==> config.mk <==
export PLATFORM = sky130hd
export DESIGN_NAME = ga_palette
export DESIGN_NICKNAME = d
export VERILOG_FILES = /design/src/rtl/ga_pkg.sv /design/src/rtl/ga_edge.sv /design/src/rtl/ga_palette.sv
export SDC_FILE = /design/constraint.sdc
export NUM_CORES = 1
export LEC_CHECK = 0
export ABC_AREA = 1
export BUFFER_PORTS_ARGS = -buffer_cell sky130_fd_sc_hd__buf_2
export CORE_MARGIN = 1.5
export CORE_UTILIZATION = 55
export DETAILED_ROUTE_END_ITERATION = 10
export PLACE_DENSITY = 0.81
export SYNTH_ARGS = -nofsm -noshare
export SYNTH_HDL_FRONTEND = slang
export SYNTH_SLANG_ARGS = --single-unit
==> constraint.sdc <==
create_clock -name clk -period 3.3 [get_ports clk]
set_input_delay 0.66 -clock clk [delete_from_list [all_inputs] [get_ports clk]]
set_output_delay 0.66 -clock clk [all_outputs]
set_load 0.02 [all_outputs]
==> src/rtl/ga_pkg.sv <==
// ga_pkg: shared definitions for the Gate Array palette/config register stage.
//   - command codes carried in cpu_data[7:6] of a Gate Array I/O write
//   - reset defaults for inks, border and screen mode
//   - ink_t: 5-bit hardware colour
package ga_pkg;

  typedef logic [4:0] ink_t;

  localparam logic [1:0] CMD_SELECT = 2'b00;
  localparam logic [1:0] CMD_INK    = 2'b01;
  localparam logic [1:0] CMD_CONFIG = 2'b10;
  localparam logic [1:0] CMD_RAM    = 2'b11;

  localparam ink_t       RESET_INK_DEFAULT  = 5'h14;
  localparam logic [1:0] RESET_MODE_DEFAULT = 2'd1;

endpackage

==> src/rtl/ga_edge.sv <==
// ga_edge: single-bit edge detector.
//   clk     in  system clock
//   n_reset in  asynchronous active-low reset
//   d       in  input level (already in the clk domain)
//   pulse   out one-cycle pulse on the selected edge of d
// RISING=1 detects 0->1, RISING=0 detects 1->0. RESET_VAL is the assumed
// history value after reset, so no spurious edge is seen when reset releases
// while d sits at its idle level.
module ga_edge #(
  parameter logic RISING    = 1'b1,
  parameter logic RESET_VAL = 1'b0
) (
  input  logic clk,
  input  logic n_reset,
  input  logic d,
  output logic pulse
);

  logic d_q_r;

  // One-cycle history of the input level.
  always_ff @(posedge clk or negedge n_reset) begin
    if (!n_reset) begin
      d_q_r <= RESET_VAL;
    end else begin
      d_q_r <= d;
    end
  end

  assign pulse = RISING ? (d & ~d_q_r) : (d_q_r & ~d);

endmodule

==> src/rtl/ga_palette.sv <==
// ga_palette: Gate Array register stage feeding the video block.
//   clk          in  pixel clock
//   n_reset      in  asynchronous active-low reset
//   io_wr        in  CPU I/O write request (may be held several cycles)
//   cpu_addr     in  CPU address; Gate Array selected by A15=0, A14=1
//   cpu_data     in  CPU write data; [7:6] is the command
//   vga_hs       in  active-low horizontal sync from the video block
//   pen          in  current pixel pen
//   color        out hardware colour of ink[pen] (combinational, zero latency)
//   border_color out border hardware colour
//   mode         out active screen mode (changes only at sync start)
//   lower_rom_en out lower ROM mapped
//   upper_rom_en out upper ROM mapped
//   ram_config   out RAM bank configuration
//   int_clear    out one-cycle pulse clearing the video interrupt counter
module ga_palette
  import ga_pkg::*;
#(
  parameter ink_t       RESET_INK  = RESET_INK_DEFAULT,
  parameter logic [1:0] RESET_MODE = RESET_MODE_DEFAULT
) (
  input  logic        clk,
  input  logic        n_reset,
  input  logic        io_wr,
  input  logic [15:0] cpu_addr,
  input  logic [7:0]  cpu_data,
  input  logic        vga_hs,
  input  logic [3:0]  pen,
  output logic [4:0]  color,
  output logic [4:0]  border_color,
  output logic [1:0]  mode,
  output logic        lower_rom_en,
  output logic        upper_rom_en,
  output logic [2:0]  ram_config,
  output logic        int_clear
);

  logic       io_wr_rise_s;
  logic       hs_start_s;
  logic       wr_fire_s;
  logic [1:0] cmd_s;

  ink_t       ink_r [16];
  ink_t       border_r;
  logic [3:0] sel_pen_r;
  logic       border_sel_r;
  logic [1:0] pending_mode_r;
  logic [1:0] mode_r;
  logic       lower_rom_en_r;
  logic       upper_rom_en_r;
  logic [2:0] ram_config_r;
  logic       int_clear_r;
  // High in the cycle a config write becomes visible; blocks the mode latch
  // from picking up a value that landed on the same cycle as sync start.
  logic       mode_wr_fresh_r;

  ga_edge #(.RISING(1'b1), .RESET_VAL(1'b0)) u_wr_edge (
    .clk     (clk),
    .n_reset (n_reset),
    .d       (io_wr),
    .pulse   (io_wr_rise_s)
  );

  ga_edge #(.RISING(1'b0), .RESET_VAL(1'b1)) u_hs_edge (
    .clk     (clk),
    .n_reset (n_reset),
    .d       (vga_hs),
    .pulse   (hs_start_s)
  );

  assign wr_fire_s = io_wr_rise_s & ~cpu_addr[15] & cpu_addr[14];
  assign cmd_s     = cpu_data[7:6];

  // Decode Gate Array writes into the ink table, selection and config registers.
  always_ff @(posedge clk or negedge n_reset) begin
    if (!n_reset) begin
      for (int i = 0; i < 16; i++) begin
        ink_r[i] <= RESET_INK;
      end
      border_r        <= RESET_INK;
      sel_pen_r       <= 4'd0;
      border_sel_r    <= 1'b0;
      pending_mode_r  <= RESET_MODE;
      lower_rom_en_r  <= 1'b1;
      upper_rom_en_r  <= 1'b1;
      ram_config_r    <= 3'd0;
      int_clear_r     <= 1'b0;
      mode_wr_fresh_r <= 1'b0;
    end else begin
      int_clear_r     <= 1'b0;
      mode_wr_fresh_r <= 1'b0;
      if (wr_fire_s) begin
        case (cmd_s)
          CMD_SELECT: begin
            border_sel_r <= cpu_data[4];
            sel_pen_r    <= cpu_data[3:0];
          end
          CMD_INK: begin
            if (border_sel_r) begin
              border_r <= cpu_data[4:0];
            end else begin
              ink_r[sel_pen_r] <= cpu_data[4:0];
            end
          end
          CMD_CONFIG: begin
            pending_mode_r  <= cpu_data[1:0];
            lower_rom_en_r  <= ~cpu_data[2];
            upper_rom_en_r  <= ~cpu_data[3];
            int_clear_r     <= cpu_data[4];
            mode_wr_fresh_r <= 1'b1;
          end
          CMD_RAM: begin
            ram_config_r <= cpu_data[2:0];
          end
          default: begin
            ram_config_r <= ram_config_r;
          end
        endcase
      end
    end
  end

  // Screen mode only changes at the start of horizontal sync.
  always_ff @(posedge clk or negedge n_reset) begin
    if (!n_reset) begin
      mode_r <= RESET_MODE;
    end else if (hs_start_s && !mode_wr_fresh_r) begin
      mode_r <= pending_mode_r;
    end else begin
      mode_r <= mode_r;
    end
  end

  // Pen lookup stays combinational: a register here would shift the picture by a pixel.
  assign color        = ink_r[pen];
  assign border_color = border_r;
  assign mode         = mode_r;
  assign lower_rom_en = lower_rom_en_r;
  assign upper_rom_en = upper_rom_en_r;
  assign ram_config   = ram_config_r;
  assign int_clear    = int_clear_r;

endmodule

==> results.py, run 1 <==
metrics = {
    "clock_network": {
        "clock_latency_ns": 0.37,
        "tritoncts": "done",
        "clk_pin_slew_worst_paths_ns": 0.10,
        "clock-sinks": 103,
        "cts_buffers": 9,
        "cts.repair.resized": 0,
        "clockBufferDepth": 2,
        "clockRootBuffer": "clkbuf_8",
        "ctsHtreeMaxLevel": 3,
        "cts_setup_buffers": 0,
        "hold_buffers": 0,
    },
    "sta": {
        "slew_viol_final": 0,
        "worstMarginPinSlew_ns": 0.796,
        "slew_headroom_pct": 46.9,
        "clock_skew_ns": 0.0173,
        "min_period_over_period_pct": 85.0,
        "setup_viol": 0,
        "tns_ns": 0,
        "timing.final.ws_setup_ns": 0.495,
        "fmax_mhz": 356,
        "fin_crit_ns": 2.81,
        "rsz0062_at_grt": "false",
        "hold_viol": 0,
    },
    "routing": {
        "ant_nets": 0,
        "wl_per_cell_um": 14.4,
        "wl_met2_um": 5570,
        "viasPerCell": 5.38,
        "wl_met3_um": 975,
        "drt_first_pass_iters": 5,
        "routed_wl_um": 12100,
        "vias": 4528,
        "met1_length_um": 5390,
        "top_layer": "met4",
        "drtIter0Drc": 415,
        "drc_errors": 0,
    },
    "pwr": {
        "ir_worst_vdd_v": 0.000318,
        "power.internal_mw": 1.75,
        "power_frac_clock_pct": 30.1,
        "power_per_cell_area_nw_per_um2": 455,
        "switching_power_uw": 782,
        "switching_share_pct": 30.9,
        "finalPower_mw": 2.53,
        "seqPwrFrac_pct": 55.1,
        "p_leak_nw": 2.90,
        "power_frac_comb_pct": 14.7,
    },
    "placement": {
        "place_ws_ns": 0.546,
        "place.detailed.hpwl_um": 7900,
        "gp_congestion": 0.855,
        "portBuffers": 34,
    },
    "synth": {
        "yosysSeqAreaShare_pct": 50.8,
        "syn_nets": 742,
        "ys_ff_latch": 103,
        "yosys_warnings": 0,
        "synth.avg_cell_area_um2": 7.29,
        "syn_inst": 710,
        "synth.distinct_cells": 16,
        "synthesis.area_um2": 5170,
    },
    "final_layout": {
        "num_antenna_cells": 0,
        "area_growth_pct": 7.38,
        "utilization_pct": 60.4,
        "fin_nets": 757,
        "drive_gt1_share_pct": 13.2,
        "fillers": 852,
    },
    "critical_path": {
        "critPathRequiredTime_ns": 2.64,
        "arrival_ns": 2.15,
        "ff2ff_path_depth": 6,
        "path_max_fanout": 21,
        "cp-start-kind": "primary input",
        "crit_type": "primary input to output port",
        "cp-end-kind": "output port",
    },
    "floorplan": {
        "initial_core_util_pct": 56.2,
        "rows": 35,
        "die_area_um2": 10000,
        "core_um2": 9200,
        "die_h_um": 100,
        "die_x_um": 100,
        "top_level_ports": 50,
    },
    "flow_run": {
        "cap_viol_max_count": 0,
    },
    "grt": {
        "overflow": 0,
        "grt_pass1_wl_um": 20400,
        "grtUsageTotal_pct": 26.0,
        "antenna_found_initial": 0,
        "grt_max_degree": 97,
        "grt_pass1_vias": 4268,
    },
    "run_status": {
        "status": "finished clean",
    },
    "worst_hold_path": {
        "hold_class": "primary input to async pin",
    },
}
[synth_stat cells (all sizes together)]
cell type | instances | area [um2]
inv | 77 | 289
dfstp | 39 | 1020
dfrtp | 64 | 1600
nand3 | 143 | 716
o21ai | 19 | 95.1
clkbuf | 24 | 90.1
nor3 | 1 | 10.0
nand2 | 310 | 1160
clkinv | 1 | 3.75
and2 | 1 | 6.26
buf | 11 | 88.8
or3b | 1 | 8.76
nor2 | 18 | 67.6
nand3b | 1 | 7.51
[path summary, 6_finish.rpt]
kind                                           start                   endpoint  slack, ns
max                                           pen[1]                   color[4]       0.49
max in group asynchronous                    n_reset      ink_r[64]$_DFFE_PN1P_       2.20
min reg2reg                     ink_r[4]$_DFFE_PN1P_       ink_r[4]$_DFFE_PN1P_       0.47
min                                          n_reset      ink_r[31]$_DFFE_PN0P_       0.37
min in group clk                              vga_hs  u_hs_edge.d_q_r$_DFF_PN1_       0.38
max reg2reg                u_wr_edge.d_q_r$_DFF_PN0_      ink_r[58]$_DFFE_PN0P_       1.53
[flip-flops by register name (all words and copies together), names as in the netlist, 2 cells and up]
register	flops
border_color	5
ink_r	80
mode	2
pending_mode_r	2
ram_config	3
sel_pen_r	4
[through the flow]
stage	hold WS (ns)	cell area, um2	instances
2_1_floorplan	0.364	5170	710
3_3_place_gp	0.452	5370	825
3_5_place_dp	0.452	5370	825
4_1_cts	0.369	5550	841
5_1_grt	0.372	5550	841
6_report	0.368	5550	841
[layout by cell type, fill, tap and decap left out]
cell type  instances
o21ai_0           19
nand2_1          310
clkinv_4           2
inv_6              2
inv_8              2
dfstp_2           39
buf_12             2
clkbuf_8           9
and2_2             1
buf_2             33
nor2_1            18
nor3_2             1
dfrtp_1           64
buf_4              4
clkinv_1           1
clkbuf_1           1
nand3_1          143
or3b_2             1
nand3b_1           1
inv_1             77
[layer usage]
metal	vias to the layer above	track usage, %
met1	2102	37.0
met5	-	0
li1	2229	-
met2	174	40.4
met3	23	4.53
met4	0	8.88
[cell families (layout without fill, tap and decap cells)]
logic type	count (synthesis)	after routing	synth area share, %
and+or+nand+nor	475	475	38.3
buffers and inverters	113	133	9.12
DFF	103	103	50.8
AOI/OAI and AO/OA	19	19	1.84
[worst max-delay path, cell delays in order]
cell and delay (ns):
buf_2 0.24, inv_1 0.55, nand3_1 0.17, nand3_1 0.14, nand3_1 0.11, nand2_1 0.10, buf_2 0.17
[power by group through the flow]
stage | clock, mW | sequential [mW] | combinational (mW)
2_1_floorplan | 0 | 1.44 | 0.210
3_3_place_gp | 0 | 1.41 | 0.363
3_5_place_dp | 0 | 1.42 | 0.370
4_1_cts | 0.778 | 1.39 | 0.372
5_1_grt | 0.825 | 1.41 | 0.419
6_report | 0.762 | 1.39 | 0.373
[final cells by class]
type	instances	area, um2	area share, %
timing repair buffer	39	235	4.24
clock inverter	6	57.6	1.04
tap	111	139	2.50
sequential	103	2630	47.3
multi-input combinational	494	2080	37.4
inverter	78	293	5.27
clock buffer	10	128	2.30
Power figures use the tool's default switching activity.
==> inputs of run 2 (changes only) <==
--- a/config.mk
+++ b/config.mk
@@ -5,12 +5,11 @@
 export SDC_FILE = /design/constraint.sdc
 export NUM_CORES = 1
 export LEC_CHECK = 0
-export ABC_AREA = 1
 export BUFFER_PORTS_ARGS = -buffer_cell sky130_fd_sc_hd__buf_2
 export CORE_MARGIN = 1.5
 export CORE_UTILIZATION = 55
 export DETAILED_ROUTE_END_ITERATION = 10
-export PLACE_DENSITY = 0.81
+export PLACE_DENSITY = 0.73
 export SYNTH_ARGS = -nofsm -noshare
 export SYNTH_HDL_FRONTEND = slang
 export SYNTH_SLANG_ARGS = --single-unit
==> run 2 against run 1 <==
Compared with the run above: clock power up 11%; maximum frequency shrank 3.4%; combinational power down 27%; final cell count is 47% lower; first-iteration DRC count down 69%; sequential share of layout area up 4.2 points; critical path type unchanged; critical endpoint is now color[3].
==> results.py, run 2 <==
metrics = {
    "grt": {
        "antenna_found_initial": 0,
        "grt_max_degree": 45,
        "grt_pass1_wl_um": 13800,
        "grt_pass1_vias": 2639,
        "grtUsageTotal_pct": 21.3,
        "overflow": 0,
    },
    "synth": {
        "synth.avg_cell_area_um2": 15.4,
        "synth_area_leaders": "dfrtp_1 35%, mux2_2 24%, dfstp_2 22%, mux4_2 9.8%, nand3_1 1.2%",
        "synth_commonest_cells": "97 x mux2_2, 64 x dfrtp_1, 39 x dfstp_2, 20 x mux4_2, 11 x nand3_1",
        "syn_nets": 332,
        "synthesis.area_um2": 4610,
        "yosys.area.top_type": "dfrtp_1",
        "muxShareOfSynthArea_pct": 33.5,
        "synthFlopType": "dfrtp_1",
        "syn_inst": 300,
        "async_flop_share_pct": 100,
        "yosysSeqAreaShare_pct": 57.0,
        "synth_top_family_by_area": "multiplexers",
        "synth_top_cell_area_share_pct": 34.7,
        "synth_most_common_cell": "mux2_2",
        "yosys_warnings": 0,
        "synthSimpleGateAreaFrac_pct": 6.84,
        "synth_xor_xnor_area_share_pct": 0,
        "ys_ff_latch": 103,
        "synth_edf_count": 0,
        "synth_compound_area_share_pct": 1.03,
        "synth.distinct_cells": 26,
        "synth_fa_ha_area_share_pct": 0,
    },
    "routing": {
        "wl_met3_um": 346,
        "drc_errors": 0,
        "drtIter0Drc": 127,
        "routed_wl_um": 8670,
        "vias": 2581,
        "drt_first_pass_iters": 4,
        "top_layer": "met4",
        "viasPerCell": 5.83,
        "ant_nets": 0,
        "wl_per_cell_um": 19.6,
        "met1_length_um": 4030,
        "wl_met2_um": 4100,
    },
    "sta": {
        "rsz0062_at_grt": "false",
        "min_period_over_period_pct": 88.0,
        "slew_headroom_pct": 45.7,
        "slew_viol_final": 0,
        "tns_ns": 0,
        "fin_crit_ns": 2.91,
        "clock_skew_ns": 0.00917,
        "timing.final.ws_setup_ns": 0.395,
        "worstMarginPinSlew_ns": 0.808,
        "fmax_mhz": 344,
        "hold_viol": 0,
        "setup_viol": 0,
    },
    "flow_run": {
        "cap_viol_max_count": 0,
    },
    "critical_path": {
        "crit_type": "primary input to output port",
        "startpoint": "pen[0]",
        "arrival_ns": 2.25,
        "ff2ff_path_depth": 4,
        "critPathRequiredTime_ns": 2.64,
        "path_max_fanout": 11,
        "cp-start-kind": "primary input",
        "cp-end-kind": "output port",
        "rr_startpoint": "u_wr_edge.d_q_r$_DFF_PN0_",
    },
    "final_layout": {
        "drive_gt1_share_pct": 63.3,
        "layout_common_cells": "97 x mux2_2, 64 x dfrtp_1, 39 x dfstp_2, 33 x buf_2, 20 x mux4_2",
        "area_growth_pct": 10.7,
        "layout_commonest_cell": "mux2_2",
        "num_antenna_cells": 0,
        "regMostFlops": "ink_r",
        "fin_nets": 365,
        "instances_no_fill": 443,
        "largest_reg_flops": 80,
    },
    "placement": {
        "gp_congestion": 0.880,
        "place_ws_ns": 0.371,
        "place.detailed.hpwl_um": 5810,
        "placed_cells_incl_taps": 427,
        "portBuffers": 34,
    },
    "pwr": {
        "p_leak_nw": 2.34,
        "switching_share_pct": 24.4,
        "seqPwrFrac_pct": 55.8,
        "switching_power_uw": 616,
        "power_frac_comb_pct": 10.8,
        "power_frac_clock_pct": 33.4,
        "power.internal_mw": 1.91,
        "ir_worst_vdd_v": 0.000262,
        "power_per_cell_area_nw_per_um2": 495,
    },
    "clock_network": {
        "ctsHtreeMaxLevel": 3,
        "clock-sinks": 103,
        "cts.repair.resized": 0,
        "tritoncts": "done",
        "cts_buffers": 9,
        "clockRootBuffer": "clkbuf_8",
        "clk_pin_slew_worst_paths_ns": 0.10,
        "clock_latency_ns": 0.37,
        "hold_buffers": 0,
        "cts_setup_buffers": 0,
        "clockBufferDepth": 2,
    },
    "floorplan": {
        "rows": 33,
        "die_h_um": 94.6,
        "initial_core_util_pct": 56.4,
        "die_area_um2": 8940,
        "die_x_um": 94.6,
        "core_um2": 8180,
        "top_level_ports": 50,
    },
    "worst_hold_path": {
        "hold_class": "primary input to async pin",
    },
    "run_status": {
        "status": "finished clean",
    },
}
==> run 2: power groups by stage <==
| stage | Clock (mW) | Combinational [mW] | Sequential, mW |
|---|---|---|---|
| 2_1_floorplan | 0 | 0.150 | 1.45 |
| 3_3_place_gp | 0 | 0.271 | 1.43 |
| 3_5_place_dp | 0 | 0.277 | 1.43 |
| 4_1_cts | 0.862 | 0.278 | 1.41 |
| 5_1_grt | 0.900 | 0.300 | 1.42 |
| 6_report | 0.843 | 0.273 | 1.41 |
==> run 2: critical path, stage by stage <==
cell and delay (ns):
buf_2 0.33, buf_4 0.32, mux4_2 0.54, nand3_1 0.11
nand3_1 0.10, buf_2 0.18
==> run 2: layout make-up <==
| cell class | count | area, um2 |
|---|---|---|
| Clock buffer | 12 | 135 |
| Clock inverter | 4 | 72.6 |
| Fill cell | 645 | 3070 |
| Inverter | 1 | 3.75 |
| Multi-Input combinational cell | 178 | 1910 |
| Sequential cell | 103 | 2630 |
| Tap cell | 105 | 131 |
| Timing Repair Buffer | 40 | 230 |
==> run 2: metal layers <==
| metal | GRT usage [%] | up-vias |
|---|---|---|
| met3 | 5.23 | 16 |
| met5 | 0 | - |
| met4 | 7.46 | 0 |
| li1 | - | 1177 |
| met2 | 33.3 | 56 |
| met1 | 29.2 | 1332 |
==> run 2: cells by family (layout without fill, tap and decap cells) <==
family | Yosys count | count (layout)
AOI/OAI and AO/OA | 7 | 7
and+or+nand+nor | 54 | 54
muxes | 117 | 117
DFF | 103 | 103
buffers and inverters | 19 | 57
==> run 2: through the flow <==
stage	power, mW	utilization (%)	hold WS, ns	instance area [um2]
2_1_floorplan	1.60	-	0.364	4610
3_3_place_gp	1.70	59.9	0.465	4900
3_5_place_dp	1.71	59.9	0.474	4900
6_report	2.52	62.4	0.274	5100
4_1_cts	2.55	62.4	0.294	5100
5_1_grt	2.62	62.4	0.315	5100
==> run 2: final timing paths <==
check / end / slack, ns
worst max-delay path: color[3] / 0.39
worst min-delay path: ink_r[76]$_DFFE_PN0P_ / 0.27
worst max register to register: ink_r[63]$_DFFE_PN0P_ / 1.23
worst min register to register: lower_rom_en$_DFFE_PN1P_ / 0.49
max in group asynchronous: ink_r[79]$_DFFE_PN1P_ / 2.30
min in group clk: u_hs_edge.d_q_r$_DFF_PN1_ / 0.39
==> inputs of run 3 (changes only) <==
==> constraint.sdc (replaced) <==
create_clock -name clk -period 3.3 [get_ports clk]
set_input_delay 0.66 -clock clk [delete_from_list [all_inputs] [get_ports clk]]
set_output_delay 0.66 -clock clk [all_outputs]
set_load 0.1 [all_outputs]
==> run 3 against run 2 <==
Compared with the run above: sequential share of layout area increased by 0.18 points; core utilization down 0.21 points; worst hold slack better by 0.049 ns; via count rose by 0.50%; critical path depth is the same; non-clock buffer count rose by 3; final cell count is 0.68% higher; clock power fell by 17%; first-iteration DRC count fell by 24%; die area unchanged; highest routed layer unchanged.
==> results.py, run 3 (synthesis results as in run 2) <==
metrics = {
    "routing": {
        "drt_first_pass_iters": 4,
        "routed_wl_um": 8760,
        "drc_errors": 0,
        "drtIter0Drc": 96,
        "wl_per_cell_um": 19.6,
        "vias": 2594,
        "ant_nets": 0,
        "viasPerCell": 5.82,
    },
    "worst_hold_path": {
        "hold_class": "primary input to async pin",
    },
    "pwr": {
        "p_leak_nw": 2.33,
        "switching_power_uw": 784,
        "finalPower_mw": 2.55,
        "switching_share_pct": 30.8,
        "power_frac_comb_pct": 17.2,
        "power_frac_clock_pct": 27.4,
        "seqPwrFrac_pct": 55.4,
        "ir_worst_vdd_v": 0.000265,
        "power_per_cell_area_nw_per_um2": 500,
        "power.internal_mw": 1.76,
    },
    "placement": {
        "placed_cells_incl_taps": 430,
        "place.detailed.hpwl_um": 5870,
        "gp_congestion": 0.898,
        "place_ws_ns": 0.235,
        "portBuffers": 34,
    },
    "final_layout": {
        "regMostFlops": "ink_r",
        "fin_nets": 368,
        "instances_no_fill": 446,
        "num_antenna_cells": 0,
        "multi_input_area_um2": 1910,
        "layout_common_cells": "97 x mux2_2, 64 x dfrtp_1, 39 x dfstp_2, 33 x buf_2, 20 x mux4_2",
        "area_growth_pct": 10.3,
        "layout_commonest_cell": "mux2_2",
        "fillers": 621,
        "seqCellArea_um2": 2630,
        "drive_gt1_share_pct": 63.6,
        "largest_reg_flops": 80,
    },
    "clock_network": {
        "cts_buffers": 9,
        "clock-sinks": 103,
        "ctsHtreeMaxLevel": 3,
        "cts.repair.resized": 0,
        "clockBufferDepth": 2,
        "clockRootBuffer": "clkbuf_8",
        "hold_buffers": 0,
        "tritoncts": "done",
        "clock_latency_ns": 0.36,
        "clk_pin_slew_worst_paths_ns": 0.09,
        "cts_setup_buffers": 0,
    },
    "floorplan": {
        "die_x_um": 94.6,
        "die_h_um": 94.6,
        "initial_core_util_pct": 56.4,
        "die_area_um2": 8940,
        "core_um2": 8180,
        "top_level_ports": 50,
        "rows": 33,
    },
    "critical_path": {
        "max_stage_delay_ns": 0.54,
        "path_max_fanout": 11,
        "arrival_ns": 2.36,
        "slowest_stage": "mux4_2",
        "path_cells": "buf_2, buf_4, mux4_2, nand3_1, nand3_1, buf_2",
        "critPathRequiredTime_ns": 2.64,
        "cp-end-kind": "output port",
        "crit_type": "primary input to output port",
        "cp-start-kind": "primary input",
    },
    "grt": {
        "grt_pass1_vias": 2699,
        "antenna_found_initial": 0,
        "grt_max_degree": 54,
        "grtUsageTotal_pct": 21.9,
        "grt_pass1_wl_um": 14400,
        "overflow": 0,
    },
    "sta": {
        "fin_crit_ns": 3.02,
        "whs_ns": 0.324,
        "worstMarginPinSlew_ns": 0.744,
        "fmax_mhz": 331,
        "tns_ns": 0,
        "slew_headroom_pct": 50.3,
        "slew_viol_final": 0,
        "timing.final.ws_setup_ns": 0.278,
        "clock_skew_ns": 0.0139,
        "hold_viol": 0,
        "min_period_over_period_pct": 91.6,
        "rsz0062_at_grt": "false",
        "setup_viol": 0,
    },
    "flow_run": {
        "cap_viol_max_count": 0,
    },
    "run_status": {
        "status": "finished clean",
    },
}
[run 3: critical path, delay by kind of cell]
family	cells	cell delay (ns)
muxes	1	0.54
and+or+nand+nor	2	0.19
buffers and inverters	3	0.96
[run 3: routing by layer]
layer | GRT usage (%) | vias up | part of all wire (%)
met4 | 5.35 | 0 | 1.1
met2 | 33.6 | 46 | 47
li1 | - | 1182 | -
met3 | 5.56 | 8 | 3.5
met1 | 31.7 | 1358 | 48
met5 | 0 | - | 0
[run 3: power by group through the flow]
| stage | clock (mW) | combinational, mW | sequential (mW) |
|---|---|---|---|
| 2_1_floorplan | 0 | 0.168 | 1.60 |
| 3_3_place_gp | 0 | 0.436 | 1.43 |
| 3_5_place_dp | 0 | 0.442 | 1.43 |
| 4_1_cts | 0.717 | 0.442 | 1.41 |
| 5_1_grt | 0.774 | 0.465 | 1.42 |
| 6_report | 0.698 | 0.438 | 1.41 |
[run 3: metrics by stage]
step	util, %	cell area [um2]
after detailed placement	60.2	4920
after CTS	62.2	5090
after floorplan	-	4610
after global routing	62.2	5090
final	62.2	5090
after global placement	60.2	4920
[run 3: cell type report]
type	instances	area share (%)
Clock buffer	12	2.66
Clock inverter	4	0.639
Inverter	1	0.0738
Multi-Input combinational cell	178	37.5
Sequential cell	103	51.6
Tap cell	105	2.58
Timing Repair Buffer	43	4.97
[run 3: path summary, 6_finish.rpt]
check	slack, ns	cells after the start	end	startpoint
worst max register to register	1.23	4	ink_r[5]$_DFFE_PN0P_	u_wr_edge.d_q_r$_DFF_PN0_
worst max-delay path	0.28	6	color[1]	pen[0]
worst min-delay path	0.32	1	int_clear$_DFF_PN0_	n_reset
worst min register to register	0.49	2	upper_rom_en$_DFFE_PN1P_	upper_rom_en$_DFFE_PN1P_
min in group clk	0.41	1	u_hs_edge.d_q_r$_DFF_PN1_	vga_hs
max in group asynchronous	2.21	2	ink_r[77]$_DFFE_PN1P_	n_reset
